File: src/rtl/context_scheduler_pkg.sv
// Shared definitions for the context scheduler: FSM states, process count and
// the reset-time base PC of each process.
package reaper_pkg;

  localparam int unsigned PROC_N = 4;

  localparam int unsigned PROC_BASE_0 = 0;
  localparam int unsigned PROC_BASE_1 = 1024;
  localparam int unsigned PROC_BASE_2 = 2048;
  localparam int unsigned PROC_BASE_3 = 3072;

  typedef logic [1:0] proc_id_t;

  typedef enum logic [1:0] {
    StRun,
    StSwitch,
    StHold
  } sched_state_e;

  // Reset-time resume PC of a process.
  function automatic int unsigned proc_base(proc_id_t id);
    unique case (id)
      2'd0:    return PROC_BASE_0;
      2'd1:    return PROC_BASE_1;
      2'd2:    return PROC_BASE_2;
      default: return PROC_BASE_3;
    endcase
  endfunction

endpackage

File: src/rtl/context_scheduler_rr_picker.sv
// Next-process selector: a valid runnable target wins, otherwise the first
// runnable process scanning round-robin from cur_id_i + 1.
module rr_picker
  import reaper_pkg::*;
(
  input  logic [PROC_N-1:0] mask_i,
  input  proc_id_t          cur_id_i,
  input  logic              target_en_i,
  input  proc_id_t          target_id_i,
  output proc_id_t          next_id_o
);

  proc_id_t cand;
  logic     found;

  // Scan cur+1 .. cur+4 (the last one wraps back to cur itself).
  always_comb begin
    next_id_o = cur_id_i;
    cand      = cur_id_i;
    found     = 1'b0;
    for (int unsigned k = 1; k <= PROC_N; k++) begin
      cand = cur_id_i + proc_id_t'(k);
      if (!found && mask_i[cand]) begin
        next_id_o = cand;
        found     = 1'b1;
      end
    end
    if (target_en_i && mask_i[target_id_i]) begin
      next_id_o = target_id_i;
    end
  end

endmodule

File: src/rtl/context_scheduler.sv
// Time-sliced scheduler for four hardware contexts. Keeps a resume-PC per
// process, preempts on quantum expiry, honours software yields and parks
// while the processor is halted.
module context_scheduler
  import reaper_pkg::*;
#(
  parameter int unsigned SLICE_W = 16,
  parameter int unsigned PC_W    = 13
) (
  input  logic               Slow_Clock,
  input  logic               Reset,
  input  logic               Halt,
  input  logic [3:0]         Enable_Mask,
  input  logic [SLICE_W-1:0] Slice_Load,
  input  logic               Yield,
  input  logic               Target_Valid,
  input  logic [1:0]         Target_ID,
  input  logic [PC_W-1:0]    Current_PC,
  output logic               Change_Context,
  output logic [1:0]         Proc_ID,
  output logic [PC_W-1:0]    Context_PC,
  output logic [SLICE_W-1:0] Slice_Count
);

  sched_state_e       state_q, state_d;
  proc_id_t           proc_q, proc_d;
  logic [SLICE_W-1:0] slice_q, slice_d;
  logic [PC_W-1:0]    ctx_pc_q, ctx_pc_d;
  logic [PC_W-1:0]    pc_tbl_q [PROC_N];
  logic               tbl_we;

  logic [PROC_N-1:0]  runnable;
  logic               expired;
  logic               decide;
  proc_id_t           pick_id;

  // Process 0 is always runnable regardless of Enable_Mask[0].
  assign runnable = Enable_Mask | 4'b0001;
  assign expired  = (slice_q == SLICE_W'(1)) && (Slice_Load != '0);
  assign decide   = Yield || expired || !runnable[proc_q];

  rr_picker u_picker (
    .mask_i      (runnable),
    .cur_id_i    (proc_q),
    .target_en_i (Yield && Target_Valid),
    .target_id_i (Target_ID),
    .next_id_o   (pick_id)
  );

  // Next-state logic: scheduling decisions happen only in RUN.
  always_comb begin
    state_d        = state_q;
    proc_d         = proc_q;
    slice_d        = slice_q;
    ctx_pc_d       = ctx_pc_q;
    tbl_we         = 1'b0;
    Change_Context = 1'b0;
    unique case (state_q)
      StRun: begin
        if (Halt) begin
          state_d = StHold;
        end else if (decide) begin
          slice_d = Slice_Load;
          // Re-picking the running process only renews its quantum.
          if (pick_id != proc_q) begin
            tbl_we   = 1'b1;
            proc_d   = pick_id;
            ctx_pc_d = pc_tbl_q[pick_id];
            state_d  = StSwitch;
          end
        end else if (Slice_Load != '0) begin
          slice_d = slice_q - SLICE_W'(1);
        end
      end
      StSwitch: begin
        Change_Context = 1'b1;
        state_d        = Halt ? StHold : StRun;
      end
      StHold: begin
        if (!Halt) begin
          state_d = StRun;
        end
      end
      default: state_d = StRun;
    endcase
  end

  // State, counter and PC table registers with synchronous reset.
  always_ff @(posedge Slow_Clock) begin
    if (Reset) begin
      state_q  <= StRun;
      proc_q   <= '0;
      slice_q  <= Slice_Load;
      ctx_pc_q <= '0;
      for (int unsigned i = 0; i < PROC_N; i++) begin
        pc_tbl_q[i] <= PC_W'(proc_base(proc_id_t'(i)));
      end
    end else begin
      state_q  <= state_d;
      proc_q   <= proc_d;
      slice_q  <= slice_d;
      ctx_pc_q <= ctx_pc_d;
      if (tbl_we) begin
        pc_tbl_q[proc_q] <= Current_PC;
      end
    end
  end

  assign Proc_ID     = proc_q;
  assign Context_PC  = ctx_pc_q;
  assign Slice_Count = slice_q;

endmodule

File: config.mk
export PLATFORM = sky130hd
export DESIGN_NAME = context_scheduler
export DESIGN_NICKNAME = d
export VERILOG_FILES = /design/src/rtl/context_scheduler_pkg.sv /design/src/rtl/context_scheduler_rr_picker.sv /design/src/rtl/context_scheduler.sv
export SDC_FILE = /design/constraint.sdc
export NUM_CORES = 1
export LEC_CHECK = 0
export BUFFER_PORTS_ARGS = -buffer_cell sky130_fd_sc_hd__buf_2
export CAP_MARGIN = 25
export CORE_UTILIZATION = 35
export CTS_CLUSTER_SIZE = 30
export DETAILED_ROUTE_END_ITERATION = 10
export PLACE_DENSITY = 0.52
export SLEW_MARGIN = 20
export SYNTH_ARGS = -nofsm -noshare
export SYNTH_HDL_FRONTEND = slang
export SYNTH_SLANG_ARGS = --single-unit
export TNS_END_PERCENT = 10
File: constraint.sdc
create_clock -name Slow_Clock -period 3.45 [get_ports Slow_Clock]
set_input_delay 0.69 -clock Slow_Clock [delete_from_list [all_inputs] [get_ports Slow_Clock]]
set_output_delay 0.69 -clock Slow_Clock [all_outputs]
set_load 0.01 [all_outputs]
======== After elaboration in Yosys (flattened, before gate mapping) ========
Memory sizes are Yosys's and may differ from the RTL's. A register that Yosys moved wholly into a read port is not among the register bits.
Index checks and enable logic that the tools add are counted.
word-level totals
  memories kept ........................... 1
  flip-flop bits (word level) ............. 20
  word-level logic and storage cells ...... 88
  RAM bits ................................ 52
  input bits .............................. 40
operators by class
  muxes and demuxes ....................... 46
  add/sub/neg operators ................... 4
  equal/unequal tests ..................... 8
  reductions and logical operators ........ 20
  bitwise gates (word level) .............. 1
  $lt $le $gt $ge ......................... 5
memory list
  memory    words  width  rd ports  clocked after memory_dff  write ports  line                     source
  pc_tbl_q  4      13     1         1                         4            context_scheduler.sv:29  logic [PC_W-1:0] pc_tbl_q [PROC_N];
operators with widths
  operator                                                                      number
  16-bit 2-to-1 mux                                                             5
  13-bit 2-to-1 mux                                                             5
  2-bit 2-to-1 mux                                                              11
  1-bit 2-to-1 mux                                                              19
  16-bit by 1-bit == test with 1-bit output, second input constant              1
  16-bit nonzero test                                                           1
  16-bit by 1-bit subtractor with 16-bit output, second input constant          1
  2-bit by 3-bit less-than comparator with 1-bit output, second input constant  5
  13-bit OR reduction                                                           1
  1-bit binary-select mux with 2-bit select                                     5
  1-bit logical AND                                                             6
  3-bit != test, second input constant                                          2
  2-bit case mux with 3 select lines                                            1
  3-bit AND reduction                                                           2
  2-bit adder, second input constant                                            2
  1-bit zero test                                                               4
  2-bit != test, second input constant                                          2
  4-bit AND reduction                                                           1
  3-bit nonzero test                                                            1
  2-bit by 1-bit adder with 2-bit output, second input constant                 1
  2-bit by 1-bit == test with 1-bit output, second input constant               1
  2-bit == test, second input constant                                          1
  2-bit zero test                                                               1
  1-bit logical OR                                                              2
  other kinds (3)                                                               3

======== Depth between registers and ports, before layout ========
  depth in word-level cells ............... 24
  gate-level depth with buffers ........... 10
  gate-level depth less buffers ........... 7

======== Modules after synthesis ========
A second synthesis with hierarchy kept.
second synthesis, totals
  cells, all modules ...................... 351
  area, all modules ....................... 4,149.0 µm²
by module, submodules not included
  module             area an instance (µm²)  times used  cells an instance
  context_scheduler  4,011.3                 1           337
  rr_picker          137.6                   1           14

======== Least setup slack after synthesis ========
Ideal clock, no wire load.
  kind .................................... input port to flip-flop
  from .................................... input Target_ID[0]
  to ...................................... memory pc_tbl_q[1][0] (enable)
  data required time ...................... 3.095 ns
  setup slack ............................. 0.181 ns
  stages on the path ...................... 8
  setup time .............................. 0.355 ns
  data arrival time ....................... 2.914 ns
  buffers on the path ..................... 1
  path through ............................ buf_2 > nor3b_1 > nor3_1 > a32oi_2 > a21oi_1 > o21a_1 > or4_4 > or2b_1
RTL lines
  what                line                     source
  start: declaration  context_scheduler.sv:17  input logic [1:0] Target_ID,
  end: declaration    context_scheduler.sv:29

==> metrics <==
type of element launching the critical path=register; HPWL after detailed placement=7470 um; multiplexer share of the synthesized area=0.744%; CTS Buf Count=9; primary flip-flop cell chosen by synthesis mapping=sky130_fd_sc_hd__edfxtp_1; largest net degree at the start of global routing=43; crit path capture type=register; final layout net count=534; CTS H-tree depth=3; count of max-cap constraint violations=0; worst min path class=register to register; Peak supply drop=0.000196 V; count of cells resized by post-cts repair=0; effective utilization at floorplan=between 30% and 40%; remaining global-route overflow=0; clock tree from TritonCTS=yes; post-synthesis simple-gate area fraction=20.4%; cell depth of the worst hold path=1; buffer type at the clock tree root=sky130_fd_sc_hd__clkbuf_16; share of the yosys chip area belonging to registers=between 50% and 60%; number of cells on the worst reg-to-reg path=8; initial antenna violation count=0; Adder-Cell Fraction of Synth Area=0.595%; Synth Cell Area=about 4200 um2; RSZ-0062 raised after global routing=false; antenna cells=0; Final min period=3.21 ns; post-detailed-route count of antenna-violating nets=0; highest metal layer with signal wires=met4; xor/xnor share of the synthesized area=2.92%; post-route fraction of the period consumed by the critical path=93.0%; DRC violation count after routing=12; post-synthesis average cell area=10.1 um2; Synth cell types=49; flip-flop and latch count after synthesis=85; failing checks=design-rule violations; overall die height=112 um; Fmax=312 MHz; highest net fanout along the worst path=9; dominant combinational cell family by area after synthesis=simple AND/OR/NAND/NOR gates; detailed-route vias per instance=5.33; number of filler cells placed in the layout=around 1100; via count of the first global-routing pass=3334; later-pin clock latency in the skew report=0.33 ns; total routed wire length on the met1 layer=~5000 um; final estimated routing congestion in global placement=0.816; met3 routed WL=slightly above 600 um; Routed met2 length=~5000 um; starting DRC count in detailed routing=approximately 190; synthesis warning total=0; final core utilization=44.0%; Slew HR=~53%; static leakage power=1.84 nW; count of final max-slew check failures=0; Clk pin slew, worst setup/hold paths=around 0.06 ns; Synth Area in Compound Gates=15.5%; Total Power=2.54 mW; Top-Level Pins=about 70; wire length of the first global-routing pass=between 15000 and 20000 um; ratio of cells with drive above 1 in the final layout=23.9%; number of instances in the synthesized netlist=415; Async S/R FF share, synth=0%; data arrival time at the worst-slack endpoint=~3.2 ns; setup slack of the critical path after layout=0.240 ns; worst slack at placement=between 0.2 and 0.25 ns; Synth-to-Final Area Change=21.0%; Core Region=11600 um2; GR Util All Layers=18.0%; Post-Syn Nets=457; total clock sinks=85; setup TNS=0 ns; number of search-and-repair iterations in the first detailed-routing pass=9; Required @ worst endpoint=about 3.5 ns; row cnt=39; DR vias=3412; maximum number of buffers from clock root to sink=2; I/O Buffers=70; Die Span X=112 um; type of the worst setup path=register to register; setup bufs post-CTS=0; die area=roughly 12000 um2; Wirelength per Cell=16.7 um; worst-margin pin slew=0.700 ns; number of setup violations in the final report=0; result of the run=complete, but fails checks; final number of hold-violating endpoints=0; Post-synth EDFFs=68; skew final=approximately 0.009 ns; cts hold-fix bufs=0; Routed Wire Length=10700 um; power density over the cells=499 nW/um2
[flip-flops by register name, summed over array words and instances, names as in the netlist]
register     count
pc_tbl_q        52
Proc_ID          2
Slice_Count     16
Context_PC      13
state_q          2
[final cells by class]
class	count	area (um2)	share of cell area, %
multi-input combinational	296	1690	33.2
clock buffer	10	229	4.50
tap	143	179	3.52
inverter	5	18.8	0.369
clock inverter	6	40.0	0.787
sequential	85	2380	46.8
timing repair buffer	95	551	10.8
[cells by family after synthesis]
kind of cell	count (synthesis)
AND/OR/NAND/NOR	176
multiplexers	3
buffers and inverters	34
flip-flops	85
XOR/XNOR	14
AO/OA/AOI/OAI	101
adder cells (fa/ha/maj)	2
[critical path: stages (launching register included)]
cell	delay, ns
sky130_fd_sc_hd__edfxtp_1	0.44
sky130_fd_sc_hd__or3_4	0.41
sky130_fd_sc_hd__or4_4	0.44
sky130_fd_sc_hd__or3b_4	0.40
sky130_fd_sc_hd__o21ai_4	0.19
sky130_fd_sc_hd__nand2_2	0.07
sky130_fd_sc_hd__or4_4	0.55
sky130_fd_sc_hd__or2b_1	0.20
sky130_fd_sc_hd__buf_4	0.20
[Yosys cell counts, types with 2 or more instances]
library cell | count | area share [%]
sky130_fd_sc_hd__a211oi_1 | 2 | 0.36
sky130_fd_sc_hd__a21o_1 | 2 | 0.36
sky130_fd_sc_hd__a21oi_1 | 29 | 3.5
sky130_fd_sc_hd__a31oi_1 | 14 | 2.1
sky130_fd_sc_hd__a32oi_1 | 13 | 2.7
sky130_fd_sc_hd__buf_2 | 3 | 0.36
sky130_fd_sc_hd__clkbuf_1 | 25 | 2.2
sky130_fd_sc_hd__dfxtp_1 | 17 | 8.1
sky130_fd_sc_hd__edfxtp_1 | 68 | 49
sky130_fd_sc_hd__ha_1 | 2 | 0.60
sky130_fd_sc_hd__inv_1 | 5 | 0.45
sky130_fd_sc_hd__mux2i_1 | 2 | 0.48
sky130_fd_sc_hd__nand2_1 | 10 | 0.89
sky130_fd_sc_hd__nand2b_1 | 16 | 2.4
sky130_fd_sc_hd__nand3_1 | 42 | 5.0
sky130_fd_sc_hd__nand4_1 | 2 | 0.30
sky130_fd_sc_hd__nor2_1 | 71 | 6.3
sky130_fd_sc_hd__nor2b_1 | 2 | 0.30
sky130_fd_sc_hd__nor3_1 | 11 | 1.3
sky130_fd_sc_hd__nor4_1 | 6 | 0.89
sky130_fd_sc_hd__o21ai_0 | 28 | 3.3
sky130_fd_sc_hd__or3_1 | 5 | 0.74
sky130_fd_sc_hd__or4_4 | 2 | 0.54
sky130_fd_sc_hd__xnor2_1 | 10 | 2.1
sky130_fd_sc_hd__xor2_1 | 4 | 0.83
[layout by cell type, fill, tap and decap left out, types with 2 or more instances in the layout]
master,Yosys,routed
sky130_fd_sc_hd__nor2b_1,2,2
sky130_fd_sc_hd__or3_1,5,5
sky130_fd_sc_hd__mux2i_1,2,2
sky130_fd_sc_hd__clkinv_4,0,2
sky130_fd_sc_hd__edfxtp_1,68,68
sky130_fd_sc_hd__clkbuf_16,0,9
sky130_fd_sc_hd__a31oi_1,14,14
sky130_fd_sc_hd__inv_1,5,5
sky130_fd_sc_hd__a21oi_1,29,29
sky130_fd_sc_hd__nor4_1,6,6
sky130_fd_sc_hd__or4_4,2,2
sky130_fd_sc_hd__nor2_1,71,71
sky130_fd_sc_hd__a21o_1,2,2
sky130_fd_sc_hd__xor2_1,4,4
sky130_fd_sc_hd__xnor2_1,10,10
sky130_fd_sc_hd__clkinvlp_4,0,2
sky130_fd_sc_hd__a211oi_1,2,2
sky130_fd_sc_hd__a32oi_1,13,13
sky130_fd_sc_hd__nor3_1,11,11
sky130_fd_sc_hd__buf_4,0,24
sky130_fd_sc_hd__buf_2,3,70
sky130_fd_sc_hd__nand4_1,2,2
sky130_fd_sc_hd__nand2_1,10,10
sky130_fd_sc_hd__clkinv_1,0,2
sky130_fd_sc_hd__o21ai_0,28,28
sky130_fd_sc_hd__nand3_1,42,42
sky130_fd_sc_hd__ha_1,2,2
sky130_fd_sc_hd__nand2b_1,16,16
sky130_fd_sc_hd__dfxtp_1,17,17
[metrics by stage]
step                      hold WS, ns  std cells  instance area (um2)
after floorplan                 0.430        415                 4200
after global placement          0.446        624                 4820
after detailed placement        0.456        624                 4820
after CTS                       0.465        640                 5090
after global routing            0.496        640                 5090
final                           0.457        640                 5090
[path summary, 6_finish.rpt]
check                                                     to                     start  slack [ns]
worst max-delay path            pc_tbl_q[1][3]$_SDFFCE_PN0P_  Slice_Count[9]$_DFFE_PP_        0.24
worst max register to register  pc_tbl_q[1][3]$_SDFFCE_PN0P_  Slice_Count[9]$_DFFE_PP_        0.24
worst min-delay path                 state_q[1]$_SDFFE_PP0P_   state_q[0]$_SDFFE_PP0P_        0.46
worst min register to register       state_q[1]$_SDFFE_PP0P_   state_q[0]$_SDFFE_PP0P_        0.46
[power by group]
group,internal (mW),leakage (nW),switching [mW]
registers,1.18,0.825,0.0414
clock network,0.485,0.124,0.390
logic,0.166,0.889,0.274
total,1.83,1.84,0.706
[metal layers]
layer,global-route usage (%),vias up
li1,-,1697
met1,24.1,1610
met2,29.4,99
met3,3.92,6
met4,5.14,0
met5,0,-
Power figures use the tool's default switching activity.
